==> src/rtl/fb_write_ctrl.sv <==
// fb_write_ctrl: write-side arbiter for the two framebuffer banks.
// Bank A holds columns 0-31 and bank B holds columns 32-63; the word address
// is the image row. Coprocessor word writes share the write ports with a
// clear/fill engine that sweeps every row of both banks at once.
//
// Build option: define FB_VBLANK_SYNC_EN to hold off new writes and pause the
// clear sweep while active_video is high. Without it, active_video is ignored.
//
// state | meaning
// ------+-----------------------------------------------------------------
// IDLE  | waiting; a pending clear wins over a coprocessor write
// WRITE | one coprocessor word is on a write port and wr_ack is high
// CLEAR | both banks are being filled row by row, then one clear_done cycle
module fb_write_ctrl #(
    parameter int ROWS  = 64,
    parameter int WIDTH = 32
) (
    input  logic             clk,
    input  logic             rst,
    input  logic             active_video,
    input  logic             wr_req,
    input  logic             wr_bank,
    input  logic [5:0]       wr_row,
    input  logic [WIDTH-1:0] wr_data,
    output logic             wr_ack,
    input  logic             clear_req,
    input  logic             clear_val,
    output logic             clear_done,
    output logic             busy,
    output logic [5:0]       wraddressA,
    output logic [5:0]       wraddressB,
    output logic [WIDTH-1:0] dataA,
    output logic [WIDTH-1:0] dataB,
    output logic             wrenA,
    output logic             wrenB
);

    typedef enum logic [1:0] {
        IDLE  = 2'd0,
        WRITE = 2'd1,
        CLEAR = 2'd2
    } state_t;

    // rowCnt holds the next row to present; reaching ROWS ends the sweep.
    localparam logic [6:0] ROW_END = 7'(ROWS);

    state_t           state, stateNext;
    logic [6:0]       rowCnt, rowCntNext;
    logic             clearPend, clearPendNext;
    logic             clearValQ, clearValNext;
    logic             gateOpen;
    logic             wrenANext, wrenBNext, ackNext, doneNext, busyNext;
    logic [5:0]       addrANext, addrBNext;
    logic [WIDTH-1:0] dataANext, dataBNext;

`ifdef FB_VBLANK_SYNC_EN
    assign gateOpen = ~active_video;
`else
    logic unusedVideo;
    assign unusedVideo = active_video;
    assign gateOpen    = 1'b1;
`endif

    // Next state and next registered outputs; outputs hold unless rewritten.
    always_comb begin
        stateNext     = state;
        rowCntNext    = rowCnt;
        clearPendNext = clearPend;
        clearValNext  = clearValQ;
        wrenANext     = 1'b0;
        wrenBNext     = 1'b0;
        ackNext       = 1'b0;
        doneNext      = 1'b0;
        addrANext     = wraddressA;
        addrBNext     = wraddressB;
        dataANext     = dataA;
        dataBNext     = dataB;

        // Folding a same-cycle clear_req in here is what lets a clear beat a
        // simultaneous write request.
        if (clear_req && state != CLEAR) begin
            clearPendNext = 1'b1;
            clearValNext  = clear_val;
        end

        case (state)
            IDLE: begin
                if (gateOpen) begin
                    if (clearPendNext) begin
                        stateNext     = CLEAR;
                        clearPendNext = 1'b0;
                        wrenANext     = 1'b1;
                        wrenBNext     = 1'b1;
                        addrANext     = 6'd0;
                        addrBNext     = 6'd0;
                        dataANext     = {WIDTH{clearValNext}};
                        dataBNext     = {WIDTH{clearValNext}};
                        rowCntNext    = 7'd1;
                    end else if (wr_req) begin
                        stateNext = WRITE;
                        ackNext   = 1'b1;
                        if (wr_bank) begin
                            wrenBNext = 1'b1;
                            addrBNext = wr_row;
                            dataBNext = wr_data;
                        end else begin
                            wrenANext = 1'b1;
                            addrANext = wr_row;
                            dataANext = wr_data;
                        end
                    end
                end
            end
            WRITE: begin
                stateNext = IDLE;
            end
            CLEAR: begin
                if (clear_done) begin
                    stateNext  = IDLE;
                    rowCntNext = 7'd0;
                end else if (rowCnt == ROW_END) begin
                    doneNext = 1'b1;
                end else if (gateOpen) begin
                    wrenANext  = 1'b1;
                    wrenBNext  = 1'b1;
                    addrANext  = rowCnt[5:0];
                    addrBNext  = rowCnt[5:0];
                    dataANext  = {WIDTH{clearValQ}};
                    dataBNext  = {WIDTH{clearValQ}};
                    rowCntNext = rowCnt + 7'd1;
                end
            end
            default: begin
                stateNext = IDLE;
            end
        endcase

        busyNext = (stateNext != IDLE) || clearPendNext;
    end

    // State, sweep counter and all output registers.
    always_ff @(posedge clk or negedge rst) begin
        if (!rst) begin
            state      <= IDLE;
            rowCnt     <= 7'd0;
            clearPend  <= 1'b0;
            clearValQ  <= 1'b0;
            wrenA      <= 1'b0;
            wrenB      <= 1'b0;
            wr_ack     <= 1'b0;
            clear_done <= 1'b0;
            busy       <= 1'b0;
            wraddressA <= 6'd0;
            wraddressB <= 6'd0;
            dataA      <= '0;
            dataB      <= '0;
        end else begin
            state      <= stateNext;
            rowCnt     <= rowCntNext;
            clearPend  <= clearPendNext;
            clearValQ  <= clearValNext;
            wrenA      <= wrenANext;
            wrenB      <= wrenBNext;
            wr_ack     <= ackNext;
            clear_done <= doneNext;
            busy       <= busyNext;
            wraddressA <= addrANext;
            wraddressB <= addrBNext;
            dataA      <= dataANext;
            dataB      <= dataBNext;
        end
    end

endmodule

==> config.mk <==
export PLATFORM = sky130hd
export DESIGN_NAME = fb_write_ctrl
export DESIGN_NICKNAME = d
export VERILOG_FILES = /design/src/rtl/fb_write_ctrl.sv
export SDC_FILE = /design/constraint.sdc
export NUM_CORES = 1
export LEC_CHECK = 0
export CORE_UTILIZATION = 44
export CTS_BUF_LIST = sky130_fd_sc_hd__clkbuf_4 sky130_fd_sc_hd__clkbuf_8
export CTS_CLUSTER_DIAMETER = 200
export DETAILED_ROUTE_END_ITERATION = 6
export PLACE_DENSITY_LB_ADDON = 0.15
export SLEW_MARGIN = 5
export SYNTH_ARGS = -nofsm -noshare
export SYNTH_HDL_FRONTEND = slang
export SYNTH_SLANG_ARGS = --single-unit
==> constraint.sdc <==
create_clock -name clk -period 1.85 [get_ports clk]
set_clock_uncertainty 0.1 [all_clocks]
set_input_delay 0.185 -clock clk [delete_from_list [all_inputs] [get_ports clk]]
set_output_delay 0.185 -clock clk [all_outputs]
set_load 0.01 [all_outputs]
After elaboration in Yosys (flattened, before gate mapping)
Index checks and enable logic that the tools add are counted.
{"block": "totals", "register_bits": 92, "inputBits": 45, "elab_cells": 79}
{"block": "op_classes", "addsub": 1, "n_eq_ne": 10, "n_mux": 47, "n_reduce_logical": 8}
{"op": "32-bit 2-to-1 mux", "count": 8}
{"op": "32-bit one-hot mux with 2 select lines", "count": 2}
{"op": "6-bit 2-to-1 mux", "count": 8}
{"op": "6-bit one-hot mux with 2 select lines", "count": 2}
{"op": "7-bit 2-to-1 mux", "count": 3}
{"op": "1-bit 2-to-1 mux", "count": 17}
{"op": "7-bit one-hot mux with 2 select lines", "count": 1}
{"op": "3-bit inequality test (second input constant)", "count": 4}
{"op": "5-bit AND reduction", "count": 2}
{"op": "2-bit inequality test (second input constant)", "count": 4}
{"op": "7-bit by 1-bit adder with 7-bit output (second input constant)", "count": 1}
{"op": "7-bit == test (second input constant)", "count": 1}
{"op": "2-bit 2-to-1 mux", "count": 3}
{"op": "1-bit one-hot mux with 2 select lines", "count": 2}
{"op": "2-bit one-hot mux with 2 select lines", "count": 1}
{"op": "2-bit nonzero test", "count": 2}
{"op": "3-bit AND reduction", "count": 1}
{"op": "2-bit == test (second input constant)", "count": 1}
{"op": "2-bit zero test", "count": 1}
{"op": "1-bit logical AND", "count": 1}
{"op": "1-bit logical OR", "count": 1}

Logic depth before layout (Yosys ltp)
Gate-level depths: netlist of run 1.
{"block": "depth", "ltp_word": 7, "mapped_depth": 7, "depth_no_buf": 6}

Worst setup path before layout of run 1
Ideal clock, no wire load.
{"block": "synth_path", "path_type": "register to register", "from": "register rowCnt[0]", "to": "register dataA[24]", "setup_time_ns": 0.125, "t_arrival_ns": 1.764, "t_required_ns": 1.625, "path_slack_ns": -0.140, "stages_incl_launch_ff": 8, "path_buffers": 2, "cell_sequence": "dfrtp_1 > inv_1 > ha_1 > a311o_2 > o211ai_2 > buf_6 > buf_6 > mux2_4"}
{"block": "synth_via", "elab_chain_len": 3}
{"item": "start, declared", "line_no": "48", "source": "logic [6:0] rowCnt, rowCntNext;"}
{"item": "start signal, assigned", "line_no": "159", "source": "rowCnt <= rowCntNext;"}
{"item": "7-bit == test", "line_no": "121", "source": "end else if (rowCnt == ROW_END) begin"}
{"item": "2-bit inequality test (no source line)"}
{"item": "5-bit AND reduction (no source line)"}
{"item": "end signal, assigned", "line_no": "169", "source": "dataA <= dataANext;"}
{"item": "end, declared", "line_no": "32", "source": "output logic [WIDTH-1:0] dataA,"}
Every way passes these cells.
A chain may end at the register's enable or synchronous reset.

Worst setup path after layout of run 1
{"block": "layout_path", "from": "register rowCnt[4]", "to": "register wraddressA[3]"}
{"block": "layout_via", "elab_chain_len": 3}
{"item": "7-bit == test", "line_no": "121"}
{"item": "2-bit inequality test (no source line)"}
{"item": "5-bit AND reduction (no source line)"}
{"item": "end signal, assigned", "line_no": "167", "source": "wraddressA <= addrANext;"}
{"item": "end, declared", "line_no": "30", "source": "output logic [5:0] wraddressA,"}
Every way passes these cells.

==> flow_summary.toml, run 1 <==
[worst_setup_path]
worst-setup-path-type = "flip-flop to flip-flop"
rr_worst_depth = 5
critical-path-max-stage-delay_ns = 0.42
path_cells = "nor4b_4 -> a311o_2 -> o211ai_4 -> buf_12 -> mux2_4"
critical_path_buffer_and_inverter_count = 1
required_ns = 1.98
critical_path_arrival_ns = 2.06
setup.worst_path.end_class = "flip-flop"
crit_path_top_delay_cell = "sky130_fd_sc_hd__dfrtp_1"
r2r-end = "wraddressA[3]"
critPathTopFamily = "compound AO/OA/AOI/OAI gates"
timing.critical_path.depth = 5
critPathCapture = "wraddressA[3]"
worstSetupStartpoint = "rowCnt[4]"
critical_path_peak_fanout = 13
critPathLaunchType = "flip-flop"
worst_case_register_to_register_setup_slack_ns = -0.08
worst_r2r_startpoint = "rowCnt[4]"

[synth]
netlist_area_sq_um = 4166
synth-seq-cells = 92
yosysTopAreaCellShare_pct = 55.26
yosysWarningCount = 0
yosysUniqueCellTypes = 31
avgSynthCellArea_sq_um = 12.70
synth_enable_flop_cells = 0
dominantRegCellSynth = "sky130_fd_sc_hd__dfrtp_1"
synth_most_common_cell = "sky130_fd_sc_hd__dfrtp_1"
synth.yosys.seq_area_share_pct = 55.26
yosysTopAreaCell = "sky130_fd_sc_hd__dfrtp_1"
post_synth_most_frequent_cells = "sky130_fd_sc_hd__dfrtp_1 (92), sky130_fd_sc_hd__mux2_2 (58), sky130_fd_sc_hd__nand2_1 (41)"
synthesis.nets = 375
syn-instance-count = 328
synth_top_cells_by_area = "sky130_fd_sc_hd__dfrtp_1 (55%), sky130_fd_sc_hd__mux2_2 (16%), sky130_fd_sc_hd__mux2_4 (6.5%), sky130_fd_sc_hd__o211ai_1 (5.8%), sky130_fd_sc_hd__nand2_1 (3.7%)"
synth_async_sr_flop_share_pct = 100.0

[global_route]
global_route.overflow_total = 0
number_of_antenna_violations_at_the_first_check_in_global_routing = 0
grt_pass1_wl_um = 16990
pin_count_of_the_biggest_net_entering_global_routing = 35
first_global_vias = 3398
grtUsageTotal_pct = 21.92

[final_layout]
antenna-diode-count = 0
layout_stage_area_growth_over_the_synthesis_result_pct = 47.36
fill_cells = 732
multiInputGateArea_sq_um = 1763
layout.cell_area.non_filler_sq_um = 6140
sequential_cell_area_sq_um = 2302
finalNonFillerCells = 602
nets = 534
final_layout_size_suffix_gt1_share_pct = 31.77

[die]
die_area_sq_um = 9862
die_w_um = 99.31
coreArea_sq_um = 9196
top_level_ports = 126
rows = 35
initial_core_util_pct = 45.31
die_h_um = 99.31

[job]
max_capacitance_violation_count = 0

[sta]
tns_ns = -3.756
fmaxAchievable_mhz = 518.8
grt_setup_unrepaired = "yes"
worst_slew_pin_slew_ns = 0.4659
max-slew-margin-rel_pct = 68.94
final_max_slew_viol_count = 0
fin_crit_sh_pct = 104.2
setup-violations-final = 77
finalWorstPathRequiredPeriod_ns = 1.928
hold_viol = 0
fin_ws_ns = -0.07764

[route]
route.detailed.wl_per_inst_um = 16.86
remaining_drc_errors = 0
final_antenna_violating_net_count = 0
route.detailed.vias_per_inst = 5.267
vias = 3171
drt_first_iter_violations = 82
first_pass_iters = 4
route.final.wire_length_um = 10150

[pwr]
worst_ir_drop_vdd_uv = 969.5
p_leak_nw = 2.703
power.density_cell_area_nw_per_um2 = 2013

[min_path]
worst_hold_path_type = "primary input to async pin"

[clocking]
ctsRootBufferMaster = "sky130_fd_sc_hd__clkbuf_8"
cts_max_path_buffers = 2
path_clk_slew_ns = 0.09
cts_made_buffers = 9
cts.sinks = 92
cts-htree-levels = 3
clk-insertion-delay-late_ns = 0.35
tritoncts_clock_tree = "built"

[status]
outcome = "finished, violations left"
violated_checks = "setup timing"

[place]
preCtsSetupSlack_ns = -0.1449
placed_cells_incl_taps = 580
dp_hpwl_um = 7011
place.port_buffers = 124
dpl-instance-area_sq_um = 5842
routabilityCongestion = 0.8310
how the worst min path moves through the flow:
stage,slack [ns],depth (start not counted),endpoint
2_1_floorplan,-0.21,0,busy
3_3_place_gp,0.07,1,dataA[30]
3_5_place_dp,0.08,1,wr_ack
4_1_cts,0.22,2,clearValQ
5_1_grt,0.26,2,clearValQ
6_report,0.22,2,clearValQ
cell families (layout without fill, tap and decap cells):
group	after synthesis	count (layout)	share of synthesized area (%)
buffers and inverters	30	193	3.724
adders and majority gates	2	2	0.6005
AOI/OAI and AO/OA	59	59	10.18
muxes	76	76	22.16
DFF	92	92	55.26
and+or+nand+nor	69	69	8.078
worst reg2reg max path, cell delays in order, from the launching register on:
cell                       delay, ns
sky130_fd_sc_hd__dfrtp_1        0.42
sky130_fd_sc_hd__nor4b_4        0.36
sky130_fd_sc_hd__a311o_2        0.29
sky130_fd_sc_hd__o211ai_4       0.15
sky130_fd_sc_hd__buf_12         0.19
sky130_fd_sc_hd__mux2_4         0.30
per-stage QoR:
step / power (mW) / utilization (%) / hold slack, ns
floorplan: 7.712 / - / -0.2106
global placement: 10.75 / 63.52 / 0.06829
detailed placement: 10.92 / 63.52 / 0.07698
CTS: 12.41 / 66.34 / 0.2239
global route: 13.19 / 66.76 / 0.2625
finish: 12.36 / 66.76 / 0.2209
flip-flops by register name (all words and copies together) (netlist names):
signal and count:
wr_ack 1, wraddressB 6, rowCnt 7, state 2, wrenB 1, wraddressA 6, clearValQ 1, busy 1
dataA 32, wrenA 1, dataB 32, clear_done 1, clearPend 1
area by class of cell:
type                       count  share of cell area (%)
clock buffer                  10                   2.242
clock inverter                 5                  0.9986
inverter                       6                  0.3668
multi-input combinational    206                   28.71
sequential                    92                   37.50
tap                          111                   2.262
timing repair buffer         172                   27.92
layout by cell type (no fill, tap or decap), drive strengths merged, types with 2 or more instances in the layout:
cell type	synthesis	layout
nand2	41	41
inv	6	7
nand3	7	7
nor2	5	5
o21ai	9	9
or4	2	2
nor2b	2	2
clkinvlp	0	3
o211ai	33	33
buf	14	48
ha	2	2
clkbuf	10	10
or3	4	4
clkdlybuf4s50	0	123
mux2	76	76
nor3	2	2
dfrtp	92	92
a21oi	6	6
a22o	7	7
or2	2	2
power by group:
part	internal, mW	switching (mW)	total [mW]
combinational	4.40	3.02	7.41
clock	0.659	0.716	1.37
sequential	3.04	0.532	3.57
total	8.09	4.26	12.4
per-layer routing:
metal	up-vias	wire length (um)	GRT usage (%)	part of all wire [%]
met5	-	0	0	0
met4	0	119	7.014	1.2
met3	9	660	6.044	6.5
met1	1567	4516	28.24	44
li1	1501	-	-	-
met2	94	4854	36.00	48
timing repair:
| action | CTS | global route |
|---|---|---|
| setup buffers | 3 | 2 |
| resized for setup | 6 | 6 |
| endpoints found under the setup margin | 78 | 81 |
| pin swaps | 5 | 2 |
| cloned | 1 | 0 |
| hold buffers | 1 | 0 |
| hold endpoints to repair | 31 | 0 |
Note: power is estimated with default switching activity, not from simulation.
==> inputs of run 2 (changes only) <==
- PLACE_DENSITY: default -> 0.79
- PLACE_DENSITY_LB_ADDON: 0.15 -> default
- SETUP_SLACK_MARGIN: default -> 0.3
==> flow_summary.toml, run 2 (synthesis gave the netlist of run 1 again) <==
[route]
route.final.wire_length_um = 11620
vias = 3351
drt_first_iter_violations = 127
route.detailed.wl_per_inst_um = 19.07
remaining_drc_errors = 0
first_pass_iters = 4
final_antenna_violating_net_count = 0
route.detailed.vias_per_inst = 5.502

[clocking]
ctsRootBufferMaster = "sky130_fd_sc_hd__clkbuf_8"
cts_made_buffers = 9
tritoncts_clock_tree = "built"
cts.sinks = 92
cts_max_path_buffers = 2
cts-htree-levels = 3
path_clk_slew_ns = 0.09
clk-insertion-delay-late_ns = 0.36

[final_layout]
layout.cell_area.non_filler_sq_um = 6436
sequential_cell_area_sq_um = 2305
layout_top_registers = "dataA (32), dataB (32), rowCnt (7)"
fill_cells = 670
antenna-diode-count = 0
multiInputGateArea_sq_um = 1902
finalNonFillerCells = 609
layout_stage_area_growth_over_the_synthesis_result_pct = 54.47
layout_common_cells = "sky130_fd_sc_hd__dfrtp_1 (90), sky130_fd_sc_hd__dlygate4sd2_1 (58), sky130_fd_sc_hd__clkdlybuf4s50_1 (44), sky130_fd_sc_hd__nand2_1 (41), sky130_fd_sc_hd__mux2_2 (41)"
final_layout_size_suffix_gt1_share_pct = 34.94
nets = 540
layout_commonest_cell = "sky130_fd_sc_hd__dfrtp_1"

[pwr]
power.combinational.fraction_pct = 60.6
power.switching_mw = 4.608
sw_ratio_pct = 35.41
power.density_cell_area_nw_per_um2 = 2022
pwr-share-clk_pct = 11.9
sequentialPowerShare_pct = 27.5
p_leak_nw = 3.222
worst_ir_drop_vdd_uv = 1024
p_int_mw = 8.405

[global_route]
pin_count_of_the_biggest_net_entering_global_routing = 47
number_of_antenna_violations_at_the_first_check_in_global_routing = 0
grt_pass1_wl_um = 17840
first_global_vias = 3453
grtUsageTotal_pct = 23.58
global_route.overflow_total = 0

[sta]
tns_ns = -6.526
fin_ws_ns = -0.1209
max-slew-margin-rel_pct = 57.13
finalWorstPathRequiredPeriod_ns = 1.971
grt_setup_unrepaired = "yes"
worst_slew_pin_slew_ns = 0.6430
fmaxAchievable_mhz = 507.4
final_max_slew_viol_count = 0
fin_crit_sh_pct = 106.5
timing.hold.ws_ns = 0.3320
hold_viol = 0
setup-violations-final = 79

[worst_setup_path]
setup.worst_path.end_class = "flip-flop"
critPathCapture = "dataA[18]"
critical_path_arrival_ns = 2.11
worst_case_register_to_register_setup_slack_ns = -0.12
critPathLaunchType = "flip-flop"
rr_worst_depth = 7
r2r-end = "dataA[18]"
worst_r2r_startpoint = "rowCnt[0]"
worst-setup-path-type = "flip-flop to flip-flop"
required_ns = 1.99
critical_path_peak_fanout = 10
worstSetupStartpoint = "rowCnt[0]"

[die]
die_w_um = 99.31
initial_core_util_pct = 45.31
die_area_sq_um = 9862
die_h_um = 99.31
rows = 35
top_level_ports = 126
coreArea_sq_um = 9196

[min_path]
worst_hold_path_type = "primary input to async pin"

[place]
place.port_buffers = 124
placed_cells_incl_taps = 576
dp_hpwl_um = 7371
routabilityCongestion = 0.8632
dpl-instance-area_sq_um = 5854
preCtsSetupSlack_ns = -0.1105

[status]
outcome = "finished, violations left"
violated_checks = "setup timing"

[job]
max_capacitance_violation_count = 0
run 2: cell types whose count changed in the layout (fill, tap and decap cells not counted), moves of 3 or more:
cell	delta
sky130_fd_sc_hd__buf_6	+3
sky130_fd_sc_hd__clkbuf_16	+3
sky130_fd_sc_hd__clkdlybuf4s50_1	-79
sky130_fd_sc_hd__dlygate4sd2_1	+58
sky130_fd_sc_hd__dlymetal6s2s_1	+21
sky130_fd_sc_hd__mux2_2	-17
sky130_fd_sc_hd__mux2_4	+17
run 2: metal layers:
layer / vias to the layer above / wire [um] / share of wire, % / track usage [%]
met5: - / 0 / 0 / 0
met4: 0 / 248 / 2.1 / 8.710
met3: 21 / 590 / 5.1 / 4.989
met2: 114 / 6017 / 52 / 39.85
met1: 1703 / 4759 / 41 / 29.96
li1: 1513 / - / - / -
run 2: metrics by stage:
stage | utilization [%] | total power [mW]
finish | 69.99 | 13.01
global route | 69.99 | 13.79
CTS | 66.75 | 12.45
detailed placement | 63.66 | 11.06
global placement | 63.66 | 10.82
floorplan | - | 7.953
run 2: power by group through the flow:
stage               sequential, mW  combinational, mW  clock [mW]
floorplan                     4.01               3.95           0
global placement              3.61               7.22           0
detailed placement            3.63               7.44           0
CTS                           3.58               7.30        1.57
global route                  3.71               8.43        1.66
finish                        3.58               7.88        1.55
run 2: critical path, cell delays in order, from the launching register on:
cell                       delay, ns
sky130_fd_sc_hd__dfrtp_1        0.39
sky130_fd_sc_hd__inv_2          0.07
sky130_fd_sc_hd__ha_4           0.16
sky130_fd_sc_hd__a311o_2        0.37
sky130_fd_sc_hd__o211ai_4       0.11
sky130_fd_sc_hd__buf_12         0.16
sky130_fd_sc_hd__buf_12         0.15
sky130_fd_sc_hd__mux2_2         0.34
run 2: area by class of cell:
class                           count  area share [%]
Sequential cell                    92           35.81
Timing Repair Buffer              178           28.56
Clock buffer                       11           2.255
Clock inverter                      5           1.322
Tap cell                          111           2.158
Inverter                            6          0.3499
Multi-Input combinational cell    206           29.55
run 2: how the worst min path moves through the flow:
| stage | end |
|---|---|
| after floorplan | busy |
| after global placement | dataA[3] |
| after detailed placement | dataA[2] |
| after CTS | dataA[16] |
| after global routing | dataA[3] |
| final | dataA[3] |
run 2: timing repair:
action / in CTS / in global routing
gates resized for setup: 71 / 50
cloned: 1 / 3
setup buffers: 7 / 5
endpoints found under the setup margin: 144 / 107
pin swaps: 4 / 11
hold buffers: 1 / 0
hold endpoints to repair: 42 / 0
